<file path="src/rtl/ddp_entry_arbiter_pkg.sv">
// Shared sizing defaults and FSM encoding for the DDP ring entry arbiter.
// Pure declarations: no latency, no flow control.
package ddp_entry_arbiter_pkg;
  localparam int M_PACKET_SIZE = 38;
  localparam int ARB_OCC_W     = 6;
  localparam int ARB_RING_CAP  = 32;
  localparam int ARB_BURST_MAX = 4;

  typedef enum logic {
    ARB_EMPTY = 1'b0,
    ARB_FULL  = 1'b1
  } arb_state_t;
endpackage

</file>
<file path="src/rtl/ddp_arb_credit.sv">
// Ring occupancy credits: +1 per external admission, -1 per RETIRE, sticky ERR on underflow.
// Credit freed by RETIRE becomes usable the cycle after; THROTTLE flags a blocked external request.
module ddp_arb_credit
  import ddp_entry_arbiter_pkg::*;
#(
  parameter int OCC_W    = ARB_OCC_W,
  parameter int RING_CAP = ARB_RING_CAP
) (
  input  logic             clk,
  input  logic             rst,
  input  logic             grant_ex,
  input  logic             retire,
  input  logic             send_ex,
  output logic [OCC_W-1:0] occ,
  output logic             credit_ok,
  output logic             throttle,
  output logic             err
);
  localparam logic [OCC_W-1:0] CAP = OCC_W'(RING_CAP);

  assign credit_ok = (occ < CAP);
  assign throttle  = send_ex && !credit_ok;

  always_ff @(posedge clk or posedge rst) begin
    if (rst) begin
      occ <= '0;
      err <= 1'b0;
    end else begin
      if (retire && (occ == '0)) err <= 1'b1;
      // Simultaneous admit and retire cancel; underflow clamps at zero.
      if (grant_ex && !retire) occ <= occ + OCC_W'(1);
      else if (!grant_ex && retire && (occ != '0)) occ <= occ - OCC_W'(1);
    end
  end
endmodule

</file>
<file path="src/rtl/ddp_entry_arbiter.sv">
// Ring-entry arbiter: internal-priority with burst limit, credit-throttled external, 1-cycle output register.
// Acks are combinational in the grant cycle; holds PACKET_OUT while Ack_in=0. Stats ports under DDP_ARB_STATS_EN.
module ddp_entry_arbiter
  import ddp_entry_arbiter_pkg::*;
#(
  parameter int PKT_W     = M_PACKET_SIZE,
  parameter int OCC_W     = ARB_OCC_W,
  parameter int RING_CAP  = ARB_RING_CAP,
  parameter int BURST_MAX = ARB_BURST_MAX
) (
  input  logic             CP,
  input  logic             MR,
  input  logic             Send_in_EX,
  input  logic [PKT_W-1:0] PACKET_IN_EX,
  output logic             Ack_out_EX,
  input  logic             Send_in_IN,
  input  logic [PKT_W-1:0] PACKET_IN_IN,
  output logic             Ack_out_IN,
  output logic             Send_out,
  output logic [PKT_W-1:0] PACKET_OUT,
  input  logic             Ack_in,
  input  logic             RETIRE,
  output logic [OCC_W-1:0] OCC,
  output logic             THROTTLE,
  output logic             ERR
`ifdef DDP_ARB_STATS_EN
  ,
  output logic [15:0]      GNT_CNT_EX,
  output logic [15:0]      GNT_CNT_IN,
  output logic [15:0]      STALL_CNT
`endif
);
  localparam logic [3:0] BMAX = 4'(BURST_MAX);

  arb_state_t       state, state_nxt;
  logic [PKT_W-1:0] pkt_q;
  logic [3:0]       burst;
  logic             credit_ok, ex_ok, in_ok, room, grant_ex, grant_in;

  ddp_arb_credit #(
    .OCC_W    (OCC_W),
    .RING_CAP (RING_CAP)
  ) u_credit (
    .clk       (CP),
    .rst       (MR),
    .grant_ex  (grant_ex),
    .retire    (RETIRE),
    .send_ex   (Send_in_EX),
    .occ       (OCC),
    .credit_ok (credit_ok),
    .throttle  (THROTTLE),
    .err       (ERR)
  );

  assign ex_ok = Send_in_EX && credit_ok;
  assign in_ok = Send_in_IN;
  assign room  = (state == ARB_EMPTY) || Ack_in;

  always_comb begin
    grant_ex  = 1'b0;
    grant_in  = 1'b0;
    state_nxt = state;
    // Reset gates the grants so no Ack leaks out while MR is held.
    if (room && !MR) begin
      if (ex_ok && (!in_ok || (burst == BMAX))) grant_ex = 1'b1;
      else if (in_ok)                          grant_in = 1'b1;
    end
    if (grant_ex || grant_in)                  state_nxt = ARB_FULL;
    else if ((state == ARB_FULL) && Ack_in)    state_nxt = ARB_EMPTY;
  end

  always_ff @(posedge CP or posedge MR) begin
    if (MR) begin
      state <= ARB_EMPTY;
      pkt_q <= '0;
      burst <= '0;
    end else begin
      state <= state_nxt;
      if (grant_ex)      pkt_q <= PACKET_IN_EX;
      else if (grant_in) pkt_q <= PACKET_IN_IN;
      // Counts internal wins only while an eligible external is kept waiting.
      if (!ex_ok || grant_ex) burst <= '0;
      else if (grant_in)      burst <= burst + 4'd1;
    end
  end

  assign Ack_out_EX = grant_ex;
  assign Ack_out_IN = grant_in;
  assign Send_out   = (state == ARB_FULL);
  assign PACKET_OUT = pkt_q;

`ifdef DDP_ARB_STATS_EN
  always_ff @(posedge CP or posedge MR) begin
    if (MR) begin
      GNT_CNT_EX <= '0;
      GNT_CNT_IN <= '0;
      STALL_CNT  <= '0;
    end else begin
      if (grant_ex && (GNT_CNT_EX != 16'hFFFF)) GNT_CNT_EX <= GNT_CNT_EX + 16'd1;
      if (grant_in && (GNT_CNT_IN != 16'hFFFF)) GNT_CNT_IN <= GNT_CNT_IN + 16'd1;
      if (THROTTLE && (STALL_CNT  != 16'hFFFF)) STALL_CNT  <= STALL_CNT + 16'd1;
    end
  end
`endif
endmodule

</file>
<file path="config.mk">
export PLATFORM = sky130hd
export DESIGN_NAME = ddp_entry_arbiter
export DESIGN_NICKNAME = d
export VERILOG_FILES = /design/src/rtl/ddp_entry_arbiter_pkg.sv /design/src/rtl/ddp_arb_credit.sv /design/src/rtl/ddp_entry_arbiter.sv
export SDC_FILE = /design/constraint.sdc
export NUM_CORES = 1
export LEC_CHECK = 0
export CAP_MARGIN = 25
export CORE_MARGIN = 8
export CORE_UTILIZATION = 40
export DETAILED_ROUTE_END_ITERATION = 8
export PLACE_DENSITY = 0.8
export RECOVER_POWER = 50
export SLEW_MARGIN = 40
export SYNTH_ARGS = -nofsm -noshare
export SYNTH_HDL_FRONTEND = slang
export SYNTH_HIERARCHICAL = 1
export SYNTH_SLANG_ARGS = --single-unit
</file>
<file path="constraint.sdc">
create_clock -name CP -period 4.9 [get_ports CP]
set_clock_uncertainty 0.05 [all_clocks]
set_input_delay 0.98 -clock CP [delete_from_list [all_inputs] [get_ports CP]]
set_output_delay 0.98 -clock CP [all_outputs]
set_load 0.005 [all_outputs]
</file>
Word-level counts from Yosys, hierarchy flattened
Index checks and enable logic that the tools add are counted.
{"block": "totals", "ff_bits": 50, "in_bits": 82, "out_inout_bits": 49, "elab_cells": 49}
{"block": "classes", "addsub": 3, "order_cmp": 1, "eq_ne": 1, "mux": 13, "bitwise": 1, "reduce_logical": 25}
{"operator": "2-to-1 mux 38 bit", "n": 2}
{"operator": "2-to-1 mux 6 bit", "n": 2}
{"operator": "logical AND 1 bit", "n": 9}
{"operator": "2-to-1 mux 4 bit", "n": 2}
{"operator": "nonzero test 2 bit", "n": 4}
{"operator": "2-to-1 mux 1 bit", "n": 7}
{"operator": "adder 6 x 1 -> 6 bit (second input constant)", "n": 1}
{"operator": "zero test 1 bit", "n": 6}
{"operator": "zero test 6 bit", "n": 1}
{"operator": "less-than comparator 6 bit (second input constant)", "n": 1}
{"operator": "nonzero test 6 bit", "n": 1}
{"operator": "subtractor 6 x 1 -> 6 bit (second input constant)", "n": 1}
{"operator": "adder 4 x 1 -> 4 bit (second input constant)", "n": 1}
{"operator": "== test 4 x 3 -> 1 bit (second input constant)", "n": 1}
{"operator": "logical OR 1 bit", "n": 4}
{"operator": "inverter 1 bit", "n": 1}

Logic depth before layout (Yosys ltp)
Gate-level depths: netlist (run 1).
{"block": "logic_depth", "ltp_word": 10, "mapped_depth": 15, "mapped_depth_nobuf": 13}

By module
The synthesis (run 1) kept the hierarchy.
{"module": "ddp_entry_arbiter", "instances": 1, "cells_each": 170, "area_each_um2": 2074.5}
{"module": "ddp_arb_credit", "instances": 1, "cells_each": 60, "area_each_um2": 550.5}

Worst setup path after synthesis (run 1)
No wires, ideal clock.
{"block": "synth_path", "kind": "input-to-reg", "startpoint": "input MR", "endpoint": "register u_credit.occ[4]", "t_arrival_ns": 4.623, "t_required_ns": 4.764, "path_slack_ns": 0.141, "stages": 13, "path_buffers": 2, "path_cell_list": "inv_1 > nand2_1 > or3_4 > buf_6 > buf_6 > inv_1 > nor2b_1 > inv_1 > fa_1 > a211o_2 > o211ai_1 > nand3_1 > a32oi_1"}
{"block": "synth_between", "elab_chain_len": 7, "elab_cells_between_ends": 9, "classes_between": "mux (2); reduce/logical (7)"}
{"element": "start: declaration", "line_no": "ddp_entry_arbiter.sv:12", "rtl": "input logic MR,"}
{"element": "zero test 1 bit (no line) (*)"}
{"element": "logical AND 1 bit (*)", "line_no": "ddp_entry_arbiter.sv:64", "rtl": "if (room && !MR) begin"}
{"element": "2-to-1 mux 1 bit (*)", "line_no": "ddp_entry_arbiter.sv:64"}
{"element": "net Ack_out_EX", "line_no": "ddp_entry_arbiter.sv:15", "rtl": "output logic Ack_out_EX,"}
{"element": "zero test 1 bit", "line_no": "ddp_arb_credit.sv:32", "rtl": "else if (!grant_ex && retire && (occ != '0)) occ <= occ - OCC_W'(1);"}
{"element": "logical AND 1 bit (2 in series)", "line_no": "ddp_arb_credit.sv:32"}
{"element": "nonzero test 2 bit (no line)"}
{"element": "end signal: assignment", "line_no": "ddp_arb_credit.sv:31", "rtl": "if (grant_ex && !retire) occ <= occ + OCC_W'(1);"}
{"element": "end signal: assignment", "line_no": "ddp_arb_credit.sv:32"}
{"element": "end: declaration", "line_no": "ddp_arb_credit.sv:14", "rtl": "output logic [OCC_W-1:0] occ,"}
Mark *: on every way through the listed nets, which the timed path passes. The rest lies on a longest branch.
A chain may end at the register's enable or synchronous reset.

Worst setup path after layout (run 1)
{"block": "layout_path", "startpoint": "input MR", "endpoint": "output Ack_out_IN"}
{"block": "layout_between", "elab_chain_len": 3}
{"element": "zero test 1 bit (no line)"}
{"element": "logical AND 1 bit", "line_no": "ddp_entry_arbiter.sv:64"}
{"element": "2-to-1 mux 1 bit", "line_no": "ddp_entry_arbiter.sv:64"}
{"element": "end: declaration", "line_no": "ddp_entry_arbiter.sv:18", "rtl": "output logic Ack_out_IN,"}
No other way between the ends.

==> results.ini, run 1 <==
[status]
status = complete, no violations

[timing]
post-route-period-util = 0.882
setup_ws_ns = 0.579
final.setup.tns_ns = 0
fin_crit_ns = 4.32
setup-violations-final = 0
slew_violations = 0
hold_viol_final = 0
slew_headroom = 0.173
tightest_slew_ns = 1.24
grt_setup_unrepaired = no
max_freq_ghz = 0.231

[final_layout]
nets = 444
n_fill_cell = 506
stdcell_count = 433
antenna_cells = 0
final_layout_size_suffix_gt1_frac = 0.132
area_growth_pct = 55.5
layout_common_cells = clkdlybuf4s50_1 (106), dfrtp_1 (50), o21bai_1 (39)
layout_commonest_cell = clkdlybuf4s50_1

[routing]
ant_nets = 0
wire_per_inst_um = 20.4
drc = 0
drt_pass1_iterations = 4
initialDrtViolationCount = 101
vias_per_cell = 5.75
drt-total-wl_um = 8820
vias = 2490

[synthesis]
syn_area_per_cell_um2 = 11.4
ys_seq_area_frac = 0.477
synth_cell_types = 38
synthCells = 230
syn-num-nets = 319
synth_area_um2 = 2630
yosys_warnings = 6
synth-seq-cells = 50

[floorplan]
rows = 29
die_h_um = 97.0
dieArea_um2 = 9410
start_util = 0.413
core_um2 = 6350
io_pins = 131
fp.dieW_um = 97.0

[cts]
cts.path.max_buffers = 2
cts_buffers = 5
htree_levels = 2
post_cts_buffers = 0
cts_tree = built
clk_pin_slew_ns = 0.10
cts_sinks = 50
clk_latency_ns = 0.30
holdBufCountCts = 0
clock-root-buffer = clkbuf_8
cts_resized = 0

[power]
ir_worst_vdd_mv = 0.213
finalPower_w = 0.00167
power_density_nw_per_um2 = 409
p_leak_nw = 1.59

[job]
maxCapViolCount = 0

[setup_path]
required_ns = 3.87
endpoint_kind = output port
crit_path_cell_trace = dlygate4sd3_1, clkinv_1, buf_4, and2_0, o211ai_1, inv_1, clkdlybuf4s50_1
cpMaxStageDelayCell = dlygate4sd3_1
worstSetupPathType = in2out
cp-start-kind = input pin
critPathMaxStageDelay_ns = 0.58
cp_max_fo = 44
arrival_ns = 3.29
critPathBufInv = 5
crit_family = buffers and inverters

[placement]
hpwl_um = 6590
pre_cts_slack_ns = 0.421
io_buffers = 130
placed_cells = 425
gp_congestion = 0.892

[grt]
grt_pass1_vias = 2614
grt_usage = 0.182
antenna_found_initial = 0
grt_max_degree = 45
grt-ovfl-total = 0
grt_pass1_wl_um = 14100

[worst_hold_path]
hold_path.class = reg2reg

==> metal layers <==
layer / part of all wire / GRT usage / vias up
met3: 0.054 / 0.0441 / 24
met2: 0.52 / 0.320 / 101
met1: 0.38 / 0.195 / 1217
met5: 0 / 0 / -
met4: 0.044 / 0.0982 / 0
li1: - / - / 1148
==> layout make-up <==
class	instances	area (µm²)	area share
Clock buffer	7	86.3	0.0211
Clock inverter	1	8.76	0.00215
Inverter	13	48.8	0.0120
Multi-Input combinational cell	150	1240	0.304
Sequential cell	50	1250	0.306
Tap cell	77	96.3	0.0236
Timing Repair Buffer	135	1350	0.331
==> final timing paths <==
kind,slack [ns],endpoint,cells past startpoint,from
min in group asynchronous,1.04,u_credit/occ[4]$_DFFE_PP0P_,2,MR
hold / removal,0.44,u_credit/err$_DFFE_PP0P_,1,u_credit/err$_DFFE_PP0P_
max in group asynchronous,3.13,PACKET_OUT[37]$_DFFE_PP0P_,3,MR
hold reg to reg,0.44,u_credit/err$_DFFE_PP0P_,1,u_credit/err$_DFFE_PP0P_
setup / recovery,0.58,Ack_out_IN,7,MR
setup reg to reg,1.23,u_credit/occ[4]$_DFFE_PP0P_,13,burst[0]$_DFFE_PP0P_
==> Yosys cell counts, drive strengths merged <==
cell type	number	area [µm²]
xnor2	3	26.3
a221oi	1	8.76
or3	1	11.3
mux2	1	15.0
a211oi	1	7.51
a211o	1	10.0
a21o	1	7.51
o21a	2	15.0
a31oi	2	12.5
inv	13	48.8
and2	3	21.3
nand2b	2	12.5
o2111ai	1	8.76
o221a	38	428
o21ai	5	25.0
a21oi	6	30.0
nand3	8	40.0
buf	6	42.5
nand3b	1	7.51
nor3b	3	22.5
ha	6	75.1
nand2	7	26.3
a32oi	2	17.5
o311ai	1	16.3
nand4	3	18.8
nor2	5	21.3
nor2b	1	6.26
o211ai	5	37.5
clkbuf	11	41.3
fa	1	20.0
dfrtp	50	1250
o21bai	39	293
==> cell families (layout without fill, tap and decap cells) <==
family | after synthesis | count (layout) | share of synthesized area
AND/OR/NAND/NOR | 34 | 34 | 0.0715
adder cells (fa/ha/maj) | 7 | 7 | 0.0362
multiplexers | 1 | 1 | 0.00572
buffers and inverters | 30 | 156 | 0.0505
flip-flops | 50 | 50 | 0.477
AO/OA/AOI/OAI | 105 | 105 | 0.349
XOR/XNOR | 3 | 3 | 0.0100
==> power by group <==
part | total, W | switching, W | internal [W]
logic | 0.000798 | 0.000318 | 0.000480
clock network | 0.000257 | 0.000140 | 0.000117
registers | 0.000614 | 0.0000855 | 0.000529
==> sequential cells by signal (all words and copies together), names as in the netlist <==
name	flops
PACKET_OUT	38
u_credit/occ	6
burst	4
Send_out	1
u_credit/err	1
==> per-stage QoR <==
step                 util  hold slack, ns  cell area (µm²)
detailed placement  0.630           0.428             4000
CTS                 0.645           0.450             4090
global placement    0.626           0.416             3970
finish              0.643           0.442             4080
floorplan               -           0.418             2630
global route        0.643           0.473             4080
Power figures use the tool's default switching activity.
==> run 2: changes to the inputs <==
- PLACE_DENSITY: 0.8 -> 0.87
==> run 2 against run 1 <==
Effect of this change: the run now ends with capacitance limit, slew limit left; core utilization about the same; cell count fell by 0.23%; non-clock buffer count down 1; register-to-register slack hardly changed; first-iteration DRC count grew 12%; largest power group unchanged; sequential share of layout area hardly changed.
==> results.ini, run 2 (synthesis gave the netlist of run 1 again) <==
[setup_path]
critPathBufInv = 5  ; unchanged
required_ns = 3.87  ; about the same
worstSetupPathType = in2out
cpMaxStageDelayCell = dlygate4sd3_1
cp-start-kind = input pin
r2r-start = burst[0]$_DFFE_PP0P_
crit_path_cell_trace = dlygate4sd3_1, clkinv_1, buf_4, and2_0, o211ai_1, inv_1, clkdlybuf4s50_1
crit_start = MR
crit_family = buffers and inverters
arrival_ns = 3.24  ; -0.05 ns
critPathMaxStageDelay_ns = 0.58  ; about the same
cp_max_fo = 44  ; unchanged
endpoint_kind = output port

[floorplan]
start_util = 0.413  ; unchanged
rows = 29  ; unchanged
fp.dieW_um = 97.0  ; unchanged
dieArea_um2 = 9410  ; unchanged
die_h_um = 97.0  ; unchanged
core_um2 = 6350  ; unchanged
io_pins = 131  ; unchanged

[grt]
grt-ovfl-total = 0  ; unchanged
antenna_found_initial = 0  ; unchanged
grt_max_degree = 45  ; unchanged
grt_pass1_wl_um = 14000  ; -1.1%
grt_pass1_vias = 2644  ; +1.1%
grt_usage = 0.179  ; -0.00268

[timing]
final.setup.tns_ns = 0  ; unchanged
slew_violations = 19  ; +19
post-route-period-util = 0.872  ; -0.00989
tightest_slew_ns = 1.72  ; +0.474 ns
fin_crit_ns = 4.27  ; -0.0484 ns
slew_headroom = -0.143  ; -0.316
max_freq_ghz = 0.234  ; +1.1%
hold_viol_final = 0  ; unchanged
setup-violations-final = 0  ; unchanged
fin_hold_ws_ns = 0.457  ; +0.0153 ns
grt_setup_unrepaired = no

[placement]
hpwl_um = 6290  ; -4.6%
io_buffers = 130  ; unchanged
gp_congestion = 0.880  ; -1.3%
placed_area_um2 = 3990  ; -0.28%

[power]
p_clk_frac = 0.159  ; +0.005
p_switching_w = 0.000543  ; about the same
ir_worst_vdd_mv = 0.231  ; +8.3%
power_density_nw_per_um2 = 412  ; +0.67%
seq_power_share = 0.367  ; about the same
finalPower_w = 0.00168  ; +0.63%
p_leak_nw = 1.59  ; about the same
comb_power_share = 0.474  ; -0.004
swShare = 0.324  ; -0.00174
intPower_w = 0.00114  ; +0.89%

[cts]
cts.path.max_buffers = 2  ; unchanged
cts_resized = 0  ; unchanged
clk_pin_slew_ns = 0.09  ; about the same
cts_sinks = 50  ; unchanged
cts_buffers = 5  ; unchanged
cts_tree = built
clock-root-buffer = clkbuf_8
htree_levels = 2  ; unchanged
post_cts_buffers = 0  ; unchanged
clk_latency_ns = 0.30  ; about the same
holdBufCountCts = 0  ; unchanged

[routing]
ant_nets = 0  ; unchanged
drt_pass1_iterations = 4  ; unchanged
vias_per_cell = 5.69  ; -1.1%
drt-total-wl_um = 8590  ; -2.6%
initialDrtViolationCount = 113  ; +12%
wire_per_inst_um = 19.9  ; -2.3%
vias = 2458  ; -1.3%
drc = 0  ; unchanged

[final_layout]
area_growth_pct = 55.5  ; about the same
final_layout_size_suffix_gt1_frac = 0.132  ; +0.000372
layout_common_cells = clkdlybuf4s50_1 (106), dfrtp_1 (50), o21bai_1 (39)
final_cell_area_um2 = 4080  ; about the same
nets = 443  ; -0.23%
layout_commonest_cell = clkdlybuf4s50_1
antenna_cells = 0  ; unchanged
post-route-util = 0.643  ; about the same
largest_reg_flops = 38  ; unchanged

[job]
maxCapViolCount = 1  ; +1

[status]
status = finished, violations left
violations = capacitance limit, slew limit

[worst_hold_path]
hold_path.class = reg2reg
min_from = u_credit/err$_DFFE_PP0P_

==> run 2: cell count changes in the layout (fill, tap and decap cells not counted) <==
cell      previous run  this run
clkinv_4             0         1
clkbuf_8             6         7
buf_6                1         0
clkbuf_1             1         0
inv_6                1         0
==> run 2: power groups by stage <==
stage | combinational, W | clock [W] | sequential, W
after detailed placement | 0.000822 | 0 | 0.000623
after CTS | 0.000825 | 0.000279 | 0.000619
after global routing | 0.000865 | 0.000299 | 0.000632
final | 0.000797 | 0.000267 | 0.000616
after floorplan | 0.000400 | 0 | 0.000620
after global placement | 0.000794 | 0 | 0.000620
==> run 2: worst paths after layout <==
check                                              endpoint  slack (ns)  depth (start not counted)
worst max-delay path                             Ack_out_IN        0.63                          7
worst min-delay path               u_credit/err$_DFFE_PP0P_        0.46                          1
worst max register to register  u_credit/occ[4]$_DFFE_PP0P_        1.22                         13
worst min register to register     u_credit/err$_DFFE_PP0P_        0.46                          1
max in group asynchronous        PACKET_OUT[24]$_DFFE_PP0P_        3.14                          3
min in group asynchronous       u_credit/occ[1]$_DFFE_PP0P_        1.08                          2
==> run 2: layout make-up <==
class	count	area, µm²
Timing Repair Buffer	134	1340
Tap cell	77	96.3
Fill cell	502	2270
Inverter	13	48.8
Sequential cell	50	1250
Clock buffer	7	96.3
Clock inverter	1	8.76
Multi-Input combinational cell	150	1240
==> run 2: per-stage QoR <==
stage,setup WS [ns],cells
finish,0.628,432
global placement,0.558,423
global route,0.447,432
detailed placement,0.424,424
floorplan,0.141,230
CTS,0.672,432
==> run 2: per-layer routing <==
| metal | global-route usage | routed length [µm] | vias up |
|---|---|---|---|
| met5 | 0 | 0 | - |
| li1 | - | - | 1143 |
| met4 | 0.0414 | 90 | 0 |
| met3 | 0.0491 | 553 | 6 |
| met2 | 0.313 | 4360 | 103 |
| met1 | 0.211 | 3590 | 1206 |
